[config.mk]
export PLATFORM = sky130hd
export DESIGN_NAME = sram_arbiter
export DESIGN_NICKNAME = d
export VERILOG_FILES = /design/src/rtl/sram_arbiter.sv
export SDC_FILE = /design/constraint.sdc
export NUM_CORES = 1
export LEC_CHECK = 0
export BUFFER_PORTS_ARGS = -buffer_cell sky130_fd_sc_hd__buf_2
export CAP_MARGIN = 20
export CORE_ASPECT_RATIO = 0.8
export CORE_MARGIN = 2
export CORE_UTILIZATION = 27
export CTS_BUF_LIST = sky130_fd_sc_hd__clkbuf_16
export CTS_CLUSTER_SIZE = 25
export DETAILED_ROUTE_END_ITERATION = 6
export PLACE_DENSITY_LB_ADDON = 0.3
export SLEW_MARGIN = 20
export SYNTH_ARGS = -nofsm -noshare
export SYNTH_HDL_FRONTEND = slang
export SYNTH_SLANG_ARGS = --single-unit
export TNS_END_PERCENT = 30
[constraint.sdc]
create_clock -name clk -period 5.1 [get_ports clk]
set_input_delay 0.255 -clock clk [delete_from_list [all_inputs] [get_ports clk]]
set_output_delay 0.255 -clock clk [all_outputs]
set_load 0.02 [all_outputs]
[src/rtl/sram_arbiter.sv]
// -----------------------------------------------------------------------------
// sram_arbiter
//   Multi-cycle access controller for a single shared asynchronous SRAM.
//   Two requesters, an instruction-fetch port (read only) and a data port
//   (read/write), are arbitrated. The winner's byte address becomes a word
//   address, and the SRAM strobes are sequenced over WAIT_CYCLES access cycles.
//   The winning port then gets its read data and a one-cycle acknowledge.
//
//   Sequence per access: IDLE (grant) -> ACCESS x WAIT_CYCLES -> DONE (ack).
//   Every output comes straight from a register.
//
// Ports
//   clk            system clock, rising edge
//   rst            asynchronous active-low reset
//   inst_req_i     instruction read request (level, held until inst_ack_o)
//   inst_addr_i    instruction byte address
//   inst_rdata_o   instruction read data (held until the next inst read)
//   inst_ack_o     one-cycle completion pulse for the instruction port
//   data_req_i     data request (level, held until data_ack_o)
//   data_we_i      1 = write, 0 = read
//   data_be_i      byte enables, active-high
//   data_addr_i    data byte address
//   data_wdata_i   data write data
//   data_rdata_o   data read data (held until the next data read)
//   data_ack_o     one-cycle completion pulse for the data port
//   sram_addr_o    SRAM word address
//   sram_wdata_o   SRAM write data
//   sram_rdata_i   SRAM read data
//   sram_ce_n_o    chip enable, active-low
//   sram_oe_n_o    output enable, active-low
//   sram_we_n_o    write enable, active-low
//   sram_be_n_o    byte enables, active-low
//
// WAIT_CYCLES must lie in 2..15. The first write cycle is reserved for address
// setup, and the wait counter is 4 bits wide.
// -----------------------------------------------------------------------------
module sram_arbiter #(
    parameter int ADDR_W        = 20,
    parameter int DATA_W        = 32,
    parameter int WAIT_CYCLES   = 2,
    parameter int DATA_PRIORITY = 1
) (
    input  logic                  clk,
    input  logic                  rst,
    input  logic                  inst_req_i,
    input  logic [31:0]           inst_addr_i,
    output logic [DATA_W-1:0]     inst_rdata_o,
    output logic                  inst_ack_o,
    input  logic                  data_req_i,
    input  logic                  data_we_i,
    input  logic [DATA_W/8-1:0]   data_be_i,
    input  logic [31:0]           data_addr_i,
    input  logic [DATA_W-1:0]     data_wdata_i,
    output logic [DATA_W-1:0]     data_rdata_o,
    output logic                  data_ack_o,
    output logic [ADDR_W-1:0]     sram_addr_o,
    output logic [DATA_W-1:0]     sram_wdata_o,
    input  logic [DATA_W-1:0]     sram_rdata_i,
    output logic                  sram_ce_n_o,
    output logic                  sram_oe_n_o,
    output logic                  sram_we_n_o,
    output logic [DATA_W/8-1:0]   sram_be_n_o
);

    localparam int          BE_W     = DATA_W / 8;
    localparam logic [3:0]  CNT_LAST = 4'(WAIT_CYCLES - 1);

    typedef enum logic [1:0] {
        ST_IDLE,
        ST_ACCESS,
        ST_DONE
    } state_t;

    state_t              r_state;
    logic [3:0]          r_cnt;
    logic                r_gnt_data;   // 1 = current access belongs to the data port
    logic                r_rr_data;    // 1 = data port wins the next round-robin tie
    logic                r_we;         // latched write flag of the current access
    logic [ADDR_W-1:0]   r_addr;
    logic [DATA_W-1:0]   r_wdata;
    logic                r_ce_n;
    logic                r_oe_n;
    logic                r_we_n;
    logic [BE_W-1:0]     r_be_n;
    logic                r_inst_ack;
    logic                r_data_ack;
    logic [DATA_W-1:0]   r_inst_rdata;
    logic [DATA_W-1:0]   r_data_rdata;

    logic                w_grant_data;
    logic                w_unused_addr;

    // Only bits [ADDR_W+1:2] of the byte addresses select a word.
    assign w_unused_addr = ^{inst_addr_i[31:ADDR_W+2], inst_addr_i[1:0],
                             data_addr_i[31:ADDR_W+2], data_addr_i[1:0]};

    // Port selection for a grant in IDLE. It only matters when a request is present.
    always_comb begin
        // NOTE: the default assignment comes first, so every path drives the
        // signal and no latch is inferred.
        w_grant_data = data_req_i;
        if (inst_req_i && data_req_i) begin
            w_grant_data = (DATA_PRIORITY != 0) ? 1'b1 : r_rr_data;
        end
    end

    always_ff @(posedge clk or negedge rst) begin
        if (!rst) begin
            r_state      <= ST_IDLE;
            r_cnt        <= '0;
            r_gnt_data   <= 1'b0;
            r_rr_data    <= 1'b0;
            r_we         <= 1'b0;
            r_addr       <= '0;
            r_wdata      <= '0;
            r_ce_n       <= 1'b1;
            r_oe_n       <= 1'b1;
            r_we_n       <= 1'b1;
            r_be_n       <= '1;
            r_inst_ack   <= 1'b0;
            r_data_ack   <= 1'b0;
            r_inst_rdata <= '0;
            r_data_rdata <= '0;
        end else begin
            // NOTE: sequential state uses non-blocking assignments only, so
            // every register samples values from before the edge.
            r_inst_ack <= 1'b0;
            r_data_ack <= 1'b0;
            case (r_state)
                ST_IDLE: begin
                    if (inst_req_i || data_req_i) begin
                        r_state    <= ST_ACCESS;
                        r_cnt      <= '0;
                        r_gnt_data <= w_grant_data;
                        r_rr_data  <= ~w_grant_data;
                        r_ce_n     <= 1'b0;
                        r_we_n     <= 1'b1;   // first cycle is address setup
                        if (w_grant_data) begin
                            r_addr  <= data_addr_i[ADDR_W+1:2];
                            r_wdata <= data_wdata_i;
                            r_we    <= data_we_i;
                            r_be_n  <= ~data_be_i;
                            r_oe_n  <= data_we_i;
                        end else begin
                            r_addr  <= inst_addr_i[ADDR_W+1:2];
                            r_we    <= 1'b0;
                            r_be_n  <= '0;
                            r_oe_n  <= 1'b0;
                        end
                    end
                end
                ST_ACCESS: begin
                    r_cnt <= r_cnt + 4'd1;
                    if (r_cnt == CNT_LAST) begin
                        r_state <= ST_DONE;
                        r_ce_n  <= 1'b1;
                        r_oe_n  <= 1'b1;
                        r_we_n  <= 1'b1;
                        r_be_n  <= '1;
                        // Read data is sampled on the edge that leaves ACCESS.
                        if (!r_we) begin
                            if (r_gnt_data) r_data_rdata <= sram_rdata_i;
                            else            r_inst_rdata <= sram_rdata_i;
                        end
                        r_data_ack <= r_gnt_data;
                        r_inst_ack <= ~r_gnt_data;
                    end else begin
                        // After the setup cycle a write pulses we_n low until the end of the access.
                        r_we_n <= ~r_we;
                    end
                end
                ST_DONE: begin
                    // Address and write data stay put for hold time. No grant is made here.
                    r_state <= ST_IDLE;
                end
                default: r_state <= ST_IDLE;
            endcase
        end
    end

    assign inst_rdata_o = r_inst_rdata;
    assign inst_ack_o   = r_inst_ack;
    assign data_rdata_o = r_data_rdata;
    assign data_ack_o   = r_data_ack;
    assign sram_addr_o  = r_addr;
    assign sram_wdata_o = r_wdata;
    assign sram_ce_n_o  = r_ce_n;
    assign sram_oe_n_o  = r_oe_n;
    assign sram_we_n_o  = r_we_n;
    assign sram_be_n_o  = r_be_n;

endmodule

==> metrics.csv <==
metric,value,unit
status,"finished, final reports clean",
end of the critical path,inst_rdata_o[6],
Rows,46,
CP max FO,32,
yosys warns,0,
"worst slack, placed",2.09,ns
Routed WL per cell,14.8,um
vias per cell,4.29,
DIE AREA,0.0214,mm2
maxcap violations,0,
startpoint types,flop,
Post-synth top flop,dfrtp_1,
H-tree depth,4,
most common cell in the synthesized netlist,dfrtp_1,
n_diodes,0,
final worst-path cycle share,57.4,%
sequential fraction of the synthesis area,61.0,%
TNS Setup,0,ns
Post-synth EDFFs,0,
pin count of the biggest net entering global routing,69,
number of cells upsized or downsized after cts,0,
design area,0.00750,mm2
vias in the first global route,3911,
multi-input logic area,0.00200,mm2
core area,0.0199,mm2
clk_lat worst skew,0.41,ns
R2R Path End,inst_rdata_o[6],
Crit. Startpoint,r_cnt[1],
syn avg cell area,16.0,um2
Final nets,723,
register area,0.00334,mm2
slowest CP cell,nand3_2,
total CTS buffers,17,
critical setup path kind,reg2reg,
area added between synthesis and finish,37.0,%
Async SR Flop Fraction,100,%
initial antenna violation count,0,
Seq cells post-synth,133,
Cells after Synth,343,
vias post-DR,3689,
die height,131,um
Max-slew headroom,36.2,%
worst-margin pin slew,0.956,ns
Mapped Area,0.00547,mm2
Initial Utilization,27.6,%
"Distinct cells, synth",35,
Critical Path End Type,flop,
min Tclk post-route,2.93,ns
quantity of hold-fixing buffers added after cts,1,
GP Congestion,0.729,
clk sink count,133,
syn_nets,482,
"Setup Fix Bufs, Post-CTS",0,
DRC violations left,0,
"slowest stage delay, CP",0.93,ns
ranking of synthesized cells by area,"dfrtp_1 (58%), mux2_2 (21%), mux2_4 (8.2%), dfstp_2 (3.4%), mux2_1 (1.0%)",
clk_skew,0.00582,ns
final setup vio count,0,
Worst Path Arrival,3.22,ns
post-synth top area cell,dfrtp_1,
IO Pins,262,
Peak supply drop,0.357,mV
Post-synth top cells,"dfrtp_1 (126), mux2_2 (101), mux2_4 (30)",
CTS tree,yes,
drt total wl,12700,um
Post-DRT Antenna Nets,0,
Worst Reg2Reg Path Length in Cells,5,
"Req. time, crit path",5.39,ns
RSZ-0062 raised after global routing,false,
total iterations of the first detailed-routing run,4,
Port Buffers,237,
HPWL after DPL,9030,um
crit-path cells,inv_1 > ha_1 > nor3b_2 > nand3_2 > mux2_1,
fmax,341,MHz
Power Dens Cells,729,mW/mm2
GR Util All Layers,12.2,%
HP Class,in2reg,
clk slew on worst S/H paths,0.06,ns
max-slew violation count,0,
initial DRC count,152,
Horiz. Die Dim,163,um
root buf cell,clkbuf_16,
total grt overflow,0,
Max Root-Sink Buffers,2,
reg2reg start,r_cnt[1],
worst setup margin,2.17,ns
Fill cells,1960,
Placement Cell Area,0.00689,mm2
R2R Setup Slk,2.17,ns
global-route wire length before repair,20800,um
Yosys top cell area share,57.6,%
P_leak,3.67,nW
ratio of cells with drive above 1 in the final layout,69.0,%
"Power, Total",5.47,mW
"Hold Vio Cnt, Final",0,
per-layer routing:
metal  vias up  wire (um)  GRT usage (%)
met5         -          0              0
met4         0        148           3.74
met3         9        802           4.04
met2       134       6280           19.8
li1       1716          -              -
met1      1830       5480           15.5
metrics by stage:
stage                     std cells  hold WS [ns]  util, %
after floorplan                 343       -0.0406        -
after global placement          827         0.271     34.7
after detailed placement        827         0.283     34.7
after CTS                       859        0.0445     37.7
after global routing            860        0.0480     37.8
final                           860        0.0710     37.8
worst min path at each step:
stage                     from               end  slack (ns)  cells after the start
2_1_floorplan              rst        data_ack_o       -0.04                      0
3_3_place_gp               rst  inst_rdata_o[18]        0.27                      1
3_5_place_dp               rst  data_rdata_o[18]        0.28                      1
4_1_cts        data_wdata_i[0]   sram_wdata_o[0]        0.04                      2
5_1_grt        data_wdata_i[0]   sram_wdata_o[0]        0.05                      2
6_report       data_wdata_i[0]   sram_wdata_o[0]        0.07                      2
registers in the layout (all words and copies together), names as in the netlist:
| signal | count |
|---|---|
| data_rdata_o | 32 |
| sram_we_n_o | 1 |
| inst_ack_o | 1 |
| r_gnt_data | 1 |
| sram_oe_n_o | 1 |
| data_ack_o | 1 |
| sram_addr_o | 20 |
| sram_wdata_o | 32 |
| inst_rdata_o | 32 |
| sram_be_n_o | 4 |
| r_state | 2 |
| r_cnt | 4 |
| sram_ce_n_o | 1 |
| r_we | 1 |
worst max-delay path, delay by kind of cell, from the launching register on:
kind,cells,cell delay (ns)
simple gates,2,1.58
mux,1,0.62
flops,1,0.41
fa+ha+maj,1,0.12
buf+inv,1,0.07
cell families (layout without fill, tap and decap cells):
| logic type | count (synthesis) | count (layout) | synth area share (%) |
|---|---|---|---|
| and+or+nand+nor | 22 | 22 | 2.81 |
| AOI/OAI and AO/OA | 23 | 23 | 2.67 |
| xor gates and xnor gates | 2 | 2 | 0.320 |
| muxes | 137 | 137 | 30.2 |
| buffers and inverters | 24 | 277 | 2.56 |
| adders and majority gates | 2 | 2 | 0.457 |
| DFF | 133 | 133 | 61.0 |
cells in the final DEF, fill, tap and decap left out, types with 5 or more instances in the layout:
master and count:
a21oi_1 10, buf_2 236, clkbuf_16 17, clkinvlp_4 5, dfrtp_1 126, dfstp_2 7
inv_1 6, mux2_1 5, mux2_2 101, mux2_4 30, nand2_1 5
cell type report:
cell class / instances / area share, %
clock inverter: 14 / 2.17
multi-input combinational: 186 / 26.6
inverter: 5 / 0.250
timing repair buffer: 241 / 16.4
clock buffer: 17 / 5.67
sequential: 133 / 44.5
tap: 264 / 4.40
power breakdown:
| group | switching, mW | total, mW | internal [mW] |
|---|---|---|---|
| Clock | 0.458 | 1.22 | 0.762 |
| Sequential | 0.297 | 1.91 | 1.62 |
| Combinational | 1.28 | 2.33 | 1.05 |
| Total | 2.04 | 5.47 | 3.43 |
(Power assumes the default switching activity.)
